[src/rtl/memory_stage_pkg.sv]
// Shared constants and types for the MEM stage; carries the same widths and
// load/store opcodes the decode and execute stages use.
//   DWIDTH       data/address width
//   OPCODE_WIDTH opcode width
//   AWIDTH       register-file address width
package memory_stage_pkg;

    localparam int unsigned DWIDTH       = 32;
    localparam int unsigned OPCODE_WIDTH = 6;
    localparam int unsigned AWIDTH       = 5;
    localparam int unsigned BE_WIDTH     = 4;

    localparam logic [OPCODE_WIDTH-1:0] OP_LB  = 6'h20;
    localparam logic [OPCODE_WIDTH-1:0] OP_LH  = 6'h21;
    localparam logic [OPCODE_WIDTH-1:0] OP_LW  = 6'h23;
    localparam logic [OPCODE_WIDTH-1:0] OP_LBU = 6'h24;
    localparam logic [OPCODE_WIDTH-1:0] OP_LHU = 6'h25;
    localparam logic [OPCODE_WIDTH-1:0] OP_SB  = 6'h28;
    localparam logic [OPCODE_WIDTH-1:0] OP_SH  = 6'h29;
    localparam logic [OPCODE_WIDTH-1:0] OP_SW  = 6'h2B;

    typedef enum logic {
        ST_IDLE   = 1'b0,
        ST_ACCESS = 1'b1
    } state_t;

    // Data-memory request payload
    typedef struct packed {
        logic                we;
        logic [DWIDTH-1:0]   addr;
        logic [DWIDTH-1:0]   wdata;
        logic [BE_WIDTH-1:0] be;
    } dmem_req_t;

    // Writeback payload
    typedef struct packed {
        logic [DWIDTH-1:0] value;
        logic [AWIDTH-1:0] rd_addr;
        logic              reg_write;
        logic              misalign;
    } wb_t;

    function automatic logic is_load(input logic [OPCODE_WIDTH-1:0] op);
        return (op == OP_LB) || (op == OP_LH) || (op == OP_LW) ||
               (op == OP_LBU) || (op == OP_LHU);
    endfunction

    function automatic logic is_store(input logic [OPCODE_WIDTH-1:0] op);
        return (op == OP_SB) || (op == OP_SH) || (op == OP_SW);
    endfunction

    function automatic logic is_mem(input logic [OPCODE_WIDTH-1:0] op);
        return is_load(op) || is_store(op);
    endfunction

    // Halfword accesses need addr[0]=0, word accesses need addr[1:0]=0
    function automatic logic misaligned(input logic [OPCODE_WIDTH-1:0] op,
                                        input logic [1:0]              lo);
        case (op)
            OP_LH, OP_LHU, OP_SH: return lo[0];
            OP_LW, OP_SW:         return lo != 2'b00;
            default:              return 1'b0;
        endcase
    endfunction

    // Word address, lane-replicated store data and byte enables
    function automatic dmem_req_t build_request(input logic [OPCODE_WIDTH-1:0] op,
                                                input logic [DWIDTH-1:0]       addr,
                                                input logic [DWIDTH-1:0]       rt);
        dmem_req_t r;
        r.we    = is_store(op);
        r.addr  = {addr[DWIDTH-1:2], 2'b00};
        r.wdata = rt;
        r.be    = 4'b1111;
        case (op)
            OP_SB: begin
                r.be    = 4'(4'b0001 << addr[1:0]);
                r.wdata = {4{rt[7:0]}};
            end
            OP_SH: begin
                r.be    = addr[1] ? 4'b1100 : 4'b0011;
                r.wdata = {2{rt[15:0]}};
            end
            default: ;
        endcase
        return r;
    endfunction

endpackage

[src/rtl/load_format.sv]
// Load data formatter: picks the byte/halfword lane named by the low address
// bits and sign- or zero-extends it; words pass through unchanged.
// Purely combinational so a cache refill path can share it.
//   opcode   load opcode
//   addr_lo  address bits [1:0]
//   rdata    raw memory word
//   value_c  formatted register value
module load_format
    import memory_stage_pkg::*;
(
    input  logic [OPCODE_WIDTH-1:0] opcode,
    input  logic [1:0]              addr_lo,
    input  logic [DWIDTH-1:0]       rdata,
    output logic [DWIDTH-1:0]       value_c
);

    logic [7:0]  byte_lane;
    logic [15:0] half_lane;

    always_comb begin
        byte_lane = rdata[7:0];
        case (addr_lo)
            2'd0:    byte_lane = rdata[7:0];
            2'd1:    byte_lane = rdata[15:8];
            2'd2:    byte_lane = rdata[23:16];
            default: byte_lane = rdata[31:24];
        endcase
        half_lane = addr_lo[1] ? rdata[31:16] : rdata[15:0];

        value_c = rdata;
        case (opcode)
            OP_LB:   value_c = {{(DWIDTH-8){byte_lane[7]}}, byte_lane};
            OP_LBU:  value_c = {{(DWIDTH-8){1'b0}}, byte_lane};
            OP_LH:   value_c = {{(DWIDTH-16){half_lane[15]}}, half_lane};
            OP_LHU:  value_c = {{(DWIDTH-16){1'b0}}, half_lane};
            default: value_c = rdata;
        endcase
    end

endmodule

[src/rtl/memory_stage.sv]
// Pipeline MEM stage: issues loads/stores over a req/ack data-memory port,
// stalls upstream while an access is outstanding, and retires one registered
// writeback per instruction. Non-memory ops pass through in one cycle.
// Optional build macro MS_MISALIGN_CHECK_EN: misaligned half/word accesses
// retire immediately with ms_o_misalign=1 and no memory request.
// Ports:
//   ms_i_clk, ms_i_rst            clock, async active-low reset
//   ms_i_ce .. ms_i_reg_write     instruction from execute
//   ms_o_stall                    hold upstream (combinational)
//   ms_o_dmem_*, ms_i_dmem_*      data-memory request/ack port
//   ms_o_ce .. ms_o_misalign      registered writeback
module memory_stage
    import memory_stage_pkg::*;
(
    input  logic                    ms_i_clk,
    input  logic                    ms_i_rst,
    input  logic                    ms_i_ce,
    input  logic [OPCODE_WIDTH-1:0] ms_i_opcode,
    input  logic [DWIDTH-1:0]       ms_i_alu_value,
    input  logic [DWIDTH-1:0]       ms_i_data_rt,
    input  logic [AWIDTH-1:0]       ms_i_rd_addr,
    input  logic                    ms_i_reg_write,
    output logic                    ms_o_stall,
    output logic                    ms_o_dmem_req,
    output logic                    ms_o_dmem_we,
    output logic [DWIDTH-1:0]       ms_o_dmem_addr,
    output logic [DWIDTH-1:0]       ms_o_dmem_wdata,
    output logic [BE_WIDTH-1:0]     ms_o_dmem_be,
    input  logic                    ms_i_dmem_ack,
    input  logic [DWIDTH-1:0]       ms_i_dmem_rdata,
    output logic                    ms_o_ce,
    output logic [DWIDTH-1:0]       ms_o_value,
    output logic [AWIDTH-1:0]       ms_o_rd_addr,
    output logic                    ms_o_reg_write,
    output logic                    ms_o_misalign
);

    state_t                  state;
    logic [OPCODE_WIDTH-1:0] lat_op;
    logic [1:0]              lat_lo;
    logic [AWIDTH-1:0]       lat_rd;
    logic                    lat_rw;

    // One-entry skid for a result accepted on an edge whose output slot is
    // already taken (ack retirement, or a previous skid entry draining).
    wb_t                     skid;
    logic                    skid_valid;

    logic                    misalign_c;
    logic                    ack_retire_c;
    logic                    accept_c;
    logic                    accept_mem_c;
    logic                    accept_wb_c;
    logic                    out_load_c;
    logic                    skid_load_c;
    dmem_req_t               req_c;
    wb_t                     new_wb_c;
    wb_t                     ack_wb_c;
    wb_t                     out_wb_c;
    logic [DWIDTH-1:0]       load_value_c;

`ifdef MS_MISALIGN_CHECK_EN
    assign misalign_c = misaligned(ms_i_opcode, ms_i_alu_value[1:0]);
`else
    assign misalign_c = 1'b0;
`endif

    // Low on the ack cycle so the next instruction is taken on the completing edge
    assign ms_o_stall = (state == ST_ACCESS) && !ms_i_dmem_ack;

    load_format u_load_format (
        .opcode  (lat_op),
        .addr_lo (lat_lo),
        .rdata   (ms_i_dmem_rdata),
        .value_c (load_value_c)
    );

    // Acceptance, retirement and writeback selection
    always_comb begin
        req_c        = build_request(ms_i_opcode, ms_i_alu_value, ms_i_data_rt);
        ack_retire_c = (state == ST_ACCESS) && ms_i_dmem_ack;
        accept_c     = ms_i_ce && ((state == ST_IDLE) || ack_retire_c);
        accept_mem_c = accept_c && is_mem(ms_i_opcode) && !misalign_c;
        accept_wb_c  = accept_c && !accept_mem_c;

        new_wb_c.value     = misalign_c ? '0 : ms_i_alu_value;
        new_wb_c.rd_addr   = ms_i_rd_addr;
        new_wb_c.reg_write = ms_i_reg_write && !misalign_c;
        new_wb_c.misalign  = misalign_c;

        ack_wb_c.value     = is_load(lat_op) ? load_value_c : '0;
        ack_wb_c.rd_addr   = lat_rd;
        ack_wb_c.reg_write = is_load(lat_op) && lat_rw;
        ack_wb_c.misalign  = 1'b0;

        out_load_c  = skid_valid || ack_retire_c || accept_wb_c;
        skid_load_c = accept_wb_c && (skid_valid || ack_retire_c);

        if (skid_valid) begin
            out_wb_c = skid;
        end else if (ack_retire_c) begin
            out_wb_c = ack_wb_c;
        end else begin
            out_wb_c = new_wb_c;
        end
    end

    // State, memory port and writeback registers
    always_ff @(posedge ms_i_clk or negedge ms_i_rst) begin
        if (!ms_i_rst) begin
            state           <= ST_IDLE;
            lat_op          <= '0;
            lat_lo          <= '0;
            lat_rd          <= '0;
            lat_rw          <= 1'b0;
            skid            <= '0;
            skid_valid      <= 1'b0;
            ms_o_dmem_req   <= 1'b0;
            ms_o_dmem_we    <= 1'b0;
            ms_o_dmem_addr  <= '0;
            ms_o_dmem_wdata <= '0;
            ms_o_dmem_be    <= '0;
            ms_o_ce         <= 1'b0;
            ms_o_value      <= '0;
            ms_o_rd_addr    <= '0;
            ms_o_reg_write  <= 1'b0;
            ms_o_misalign   <= 1'b0;
        end else begin
            ms_o_ce       <= out_load_c;
            ms_o_misalign <= out_load_c && out_wb_c.misalign;
            if (out_load_c) begin
                ms_o_value     <= out_wb_c.value;
                ms_o_rd_addr   <= out_wb_c.rd_addr;
                ms_o_reg_write <= out_wb_c.reg_write;
            end

            skid_valid <= skid_load_c;
            if (skid_load_c) begin
                skid <= new_wb_c;
            end

            case (state)
                ST_IDLE: begin
                    if (accept_mem_c) begin
                        state <= ST_ACCESS;
                    end
                end
                ST_ACCESS: begin
                    if (ack_retire_c && !accept_mem_c) begin
                        state <= ST_IDLE;
                    end
                end
                default: state <= ST_IDLE;
            endcase

            if (accept_mem_c) begin
                lat_op          <= ms_i_opcode;
                lat_lo          <= ms_i_alu_value[1:0];
                lat_rd          <= ms_i_rd_addr;
                lat_rw          <= ms_i_reg_write;
                ms_o_dmem_req   <= 1'b1;
                ms_o_dmem_we    <= req_c.we;
                ms_o_dmem_addr  <= req_c.addr;
                ms_o_dmem_wdata <= req_c.wdata;
                ms_o_dmem_be    <= req_c.be;
            end else if (ack_retire_c) begin
                ms_o_dmem_req   <= 1'b0;
            end
        end
    end

endmodule
[config.mk]
export PLATFORM = sky130hd
export DESIGN_NAME = memory_stage
export DESIGN_NICKNAME = d
export VERILOG_FILES = /design/src/rtl/memory_stage_pkg.sv /design/src/rtl/load_format.sv /design/src/rtl/memory_stage.sv
export SDC_FILE = /design/constraint.sdc
export NUM_CORES = 1
export LEC_CHECK = 0
export CORE_MARGIN = 2
export CORE_UTILIZATION = 40
export CTS_CLUSTER_SIZE = 10
export DETAILED_ROUTE_END_ITERATION = 12
export PLACE_DENSITY = 0.69
export SYNTH_ARGS = -nofsm -noshare
export SYNTH_HDL_FRONTEND = slang
export SYNTH_HIERARCHICAL = 1
export SYNTH_SLANG_ARGS = --single-unit
[constraint.sdc]
create_clock -name ms_i_clk -period 2.7 [get_ports ms_i_clk]
set_input_delay 0.54 -clock ms_i_clk [delete_from_list [all_inputs] [get_ports ms_i_clk]]
set_output_delay 0.54 -clock ms_i_clk [all_outputs]
set_load 0.01 [all_outputs]
Yosys cells after proc, flatten, opt, wreduce, memory -nomap -nowiden
Cells that the tools add are included.
Widths: inputs -> output; s select.
{"block": "word_totals", "mem_bits_ro": 0, "latch_bits": 0, "reg_bits": 162, "output_inout_bits": 111, "inputBits": 112, "ramBits": 0, "n_memories": 0, "word_cells": 76}
{"block": "classes", "n_div": 0, "n_eq_ne": 15, "n_reduce_logical": 27, "add_sub_neg": 0, "shifts": 1, "multipliers": 0, "n_mux": 13, "magnitude_cmp": 0, "bitwise_logic": 1}
{"operator": "$pmux 32 s4", "count": 1}
{"operator": "$eq 6x6->1 const B", "count": 13}
{"operator": "$mux 39", "count": 2}
{"operator": "$pmux 36 s2", "count": 1}
{"operator": "$mux 32", "count": 1}
{"operator": "$pmux 8 s3", "count": 1}
{"operator": "$mux 16", "count": 1}
{"operator": "$logic_or 1x1->1", "count": 14}
{"operator": "$logic_and 1x1->1", "count": 9}
{"operator": "$mux 1", "count": 4}
{"operator": "$mux 4", "count": 1}
{"operator": "$shl 1x2->4 const A", "count": 1}
{"operator": "$eq 2x1->1 const B", "count": 1}
{"operator": "$eq 2x2->1 const B", "count": 1}
{"operator": "$logic_not 1->1", "count": 2}
{"operator": "$logic_not 2->1", "count": 1}
{"operator": "$pmux 1 s2", "count": 1}
{"operator": "$reduce_bool 2->1", "count": 1}
{"operator": "$not 1->1", "count": 1}

Depth between registers and ports, before layout
{"block": "depth", "depth_word": 11, "ltp_mapped": 9}

Modules after synthesis
Netlist, hierarchy kept.
{"module": "memory_stage", "n_inst": 1, "area_per_inst_um2": 6956.7, "cells_per_inst": 525, "seq_area_each_um2": 4028.9}
{"module": "load_format", "n_inst": 1, "area_per_inst_um2": 882.1, "cells_per_inst": 113, "seq_area_each_um2": 0.0}

Least setup slack after synthesis
No wires, ideal clock.
{"block": "synth_timing", "path_kind": "register -> register", "start": "register lat_op[3]", "end": "register ms_o_value[4]", "required_time_ns": 2.564, "arrival_ns": 2.031, "path_stages_with_launch": 8, "period_less_slack_ns": 2.167, "setup_time_ns": 0.136, "slack_ns": 0.533, "path_cell_list": "dfrtp_1 > or4b_1 > buf_6 > buf_6 > mux2_4 > a221o_1 > a222oi_1 > mux2i_1"}
{"block": "synth_via", "word_cells_on_any_way": 13, "cone_classes": "eq/ne: 5; mux: 4; reduce/logical: 4"}
{"element": "from (decl)", "line": "memory_stage.sv:39", "source": "logic [OPCODE_WIDTH-1:0] lat_op;"}
{"element": "from (signal assigned)", "line": "memory_stage.sv:157", "source": "lat_op <= ms_i_opcode;"}
{"element": "$eq 6x6->1", "line": "load_format.sv:31", "source": "case (opcode)"}
{"element": "$pmux 32 s4 (*)", "line": "load_format.sv:31"}
{"element": "net load_value_c[4]", "line": "memory_stage.sv:60", "source": "logic [DWIDTH-1:0] load_value_c;"}
{"element": "$mux 32 (*)", "line": "memory_stage.sv:91", "source": "ack_wb_c.value = is_load(lat_op) ? load_value_c : '0;"}
{"element": "$mux 39 (*)", "line": "memory_stage.sv:101", "source": "end else if (ack_retire_c) begin"}
{"element": "$mux 39 (*)", "line": "memory_stage.sv:99", "source": "if (skid_valid) begin"}
{"element": "to (signal assigned)", "line": "memory_stage.sv:132", "source": "ms_o_value <= out_wb_c.value;"}
{"element": "to (decl)", "line": "memory_stage.sv:32", "source": "output logic [DWIDTH-1:0] ms_o_value,"}
Mark *: on every way through the listed nets, which the timed path passes. The rest lies on a longest branch.
A chain may end at the register's enable or synchronous reset.

Final worst setup path
{"block": "layout_timing", "start": "input port ms_i_dmem_ack", "end": "output port ms_o_stall"}
{"block": "layout_via", "elab_chain_len": 2}
{"element": "from (decl)", "line": "memory_stage.sv:29", "source": "input logic ms_i_dmem_ack,"}
{"element": "$logic_not 1->1", "line": "memory_stage.sv:69", "source": "assign ms_o_stall = (state == ST_ACCESS) && !ms_i_dmem_ack;"}
{"element": "$logic_and 1x1->1", "line": "memory_stage.sv:69"}
{"element": "to (decl)", "line": "memory_stage.sv:23", "source": "output logic ms_o_stall,"}
No other way between the ends.

==> impl_metrics.csv <==
group,metric,value,unit
detailed_routing,vias,5986,
cts,cts.sinks,161,
timing,tns,0,ns
cells_and_area,areaGrowthSynthToFinish,40.1,%
floorplan,initial_core_util,40.5,%
worst_setup_path,worstPathMaxFanout,3,
timing,timing.fmax,0.416,GHz
grt,grt_max_degree,75,
cells_and_area,fin_area,11000,um2
synth,synthTopCellsByArea,"dfrtp_1 51%, mux2_1 14%, mux2i_1 8.9%",
worst_setup_path,cp.required,2.16,ns
timing,min_period_over_period,89.0,%
worst_setup_path,critPathLaunchType,"primary input",
timing,report.final.slew_viol_count,0,
grt,grt_pass1_wl,33.8,mm
detailed_routing,wl,21.4,mm
worst_setup_path,worstSetupPathType,"primary input to primary output",
floorplan,core-area,19300,um2
floorplan,die_h,144,um
run,timing.max_cap.violations,0,
grt,grt_overflow_total,0,
place,dpl.hpwl,14.9,mm
timing,rsz0062_at_grt,"false",
detailed_routing,wl_per_cell,19.0,um
synth,seq_area_frac_synth,51.4,%
min_path,hold_path_class,"primary input to asynchronous set/reset pin",
grt,grtUsageTotal,21.1,%
cts,clockBufferDepth,2,
worst_setup_path,rrSetupSlack,0.33,ns
cells_and_area,layout-drive-gt1-share,10.4,%
synth,synth_area_per_cell,12.3,um2
floorplan,ioPinCount,223,
timing,final.min_clock_period,2.40,ns
synth,yosys_register_bits,161,
cts,htreeDepth,4,
place,placed_cell_area,10400,um2
timing,skew,0.00931,ns
place,gp_congestion,0.805,
cts,cts_tree,"yes",
worst_setup_path,timing.rr.start,"lat_op[3]",
timing,final.setup.worst_slack,0.298,ns
power,ir_drop,0.474,mV
outcome,outcome,"completed",
worst_setup_path,regToRegEndpoint,"ms_o_value[3]",
synth,yosysUniqueCellTypes,38,
floorplan,dieArea,20700,um2
worst_setup_path,crit_arrival,1.86,ns
power,fin_total_pwr,8310,uW
timing,max_slew_margin,43.5,%
cells_and_area,layout_common_cells,"218 x clkdlybuf4s50_1, 160 x dfrtp_1, 95 x mux2_1",
place,place_ws,0.0786,ns
grt,antenna_found_initial,0,
place,io_buffers,219,
synth,syn-cell-area,7840,um2
power,total_leakage_power,0.00481,uW
timing,worst_hold_slack,0.101,ns
cts,clk_pin_slew,0.06,ns
cells_and_area,final_common_cell,"clkdlybuf4s50_1",
timing,finalHoldViolations,0,
synth,yosys.area.top_type,"dfrtp_1",
detailed_routing,detail-route-antenna-nets,0,
cts,cts-root-buf,"clkbuf_16",
worst_setup_path,cp-end-kind,"primary output",
detailed_routing,via_per_inst,5.30,
detailed_routing,drc_errors,0,
synth,ys_warn_count,6,
floorplan,rows,51,
cts,cts_buffers,17,
timing,finalSetupViolCount,0,
synth,synth_top_area_share,51.4,%
synth,netlist_instances,638,
detailed_routing,first_pass_iters,8,
cts,cts-resized-gates,0,
detailed_routing,first_iter_violations,533,
floorplan,fp.dieW,144,um
worst_setup_path,r2r_cells,6,
cells_and_area,antenna_cells,0,
cts,clock_latency,0.42,ns
cts,cts_setup_buffers,0,
grt,grt_pass1_vias,6014,
cells_and_area,final_nets,963,
timing,worst_slew_pin_slew,0.848,ns
power,p_per_area,757,nW/um2
cts,ctsHoldBuffers,0,
[final cells by class]
type,instances,area (um2)
timing repair buffer,244,2470
inverter,37,139
sequential,161,4030
multi-input combinational,390,3420
clock inverter,12,133
clock buffer,20,457
tap,265,332
fill,1655,8350
[logic make-up (layout without fill, tap and decap cells)]
family,count (synthesis),after routing,synth area share (%)
multiplexers,188,188,27.1
flip-flops,161,161,51.4
AO/OA/AOI/OAI,112,112,10.7
buffers and inverters,89,313,5.43
AND/OR/NAND/NOR,87,87,5.30
other,1,3,0.0478
[worst max-delay path by stage]
stage                              from             end  slack (ns)  cells after the start
floorplan                     lat_op[3]   ms_o_value[4]        0.53                      7
finish                    ms_i_dmem_ack      ms_o_stall        0.30                      4
global placement    ms_i_dmem_rdata[31]   ms_o_value[9]        0.20                      6
CTS                       ms_i_dmem_ack      ms_o_stall        0.30                      4
global route                  lat_op[3]   ms_o_value[8]        0.23                      6
detailed placement  ms_i_dmem_rdata[31]  ms_o_value[20]        0.08                      7
[stage by stage]
step	cells	utilization, %
2_1_floorplan	640	-
3_3_place_gp	1097	53.7
3_5_place_dp	1097	53.7
4_1_cts	1129	56.8
5_1_grt	1129	56.8
6_report	1129	56.8
[layer usage]
metal	up-vias	track usage, %	part of all wire (%)
met5	-	0	0
met4	0	5.68	1.6
met3	22	6.39	7.2
met2	206	33.6	47
met1	3001	28.3	44
li1	2757	-	-
[power by group]
part	switching (uW)	internal (uW)
sequential	362	3040
combinational	1080	1410
clock	1010	1410
[registers in the layout, summed over array words and instances, names as in the netlist, 2 cells and up]
register and flops:
ms_o_dmem_addr 30, lat_rd 5, lat_lo 2, ms_o_value 32
ms_o_rd_addr 5, ms_o_dmem_wdata 32, skid 38, ms_o_dmem_be 4
lat_op 6
[critical path, stage by stage]
cell,delay (ns)
clkdlybuf4s50_1,0.48
nand2b_1,0.22
inv_2,0.07
clkdlybuf4s50_1,0.56
[cells in the mapped netlist, drive strengths merged]
master and n:
a2111o 1, a211o 1, a211oi 1, a21boi 1, a21o 4, a21oi 5, a221o 14, a221oi 1
a222oi 33, and2 1, and3 7, buf 38, clkbuf 14, conb 1, dfrtp 161, inv 37
mux2 110, mux2i 70, mux4 8, nand2 52, nand2b 9, nor2 10, nor2b 1, nor3 3
nor4b 1, o21ai 50, o22ai 1, or4 1, or4b 2
(Power assumes the default switching activity.)
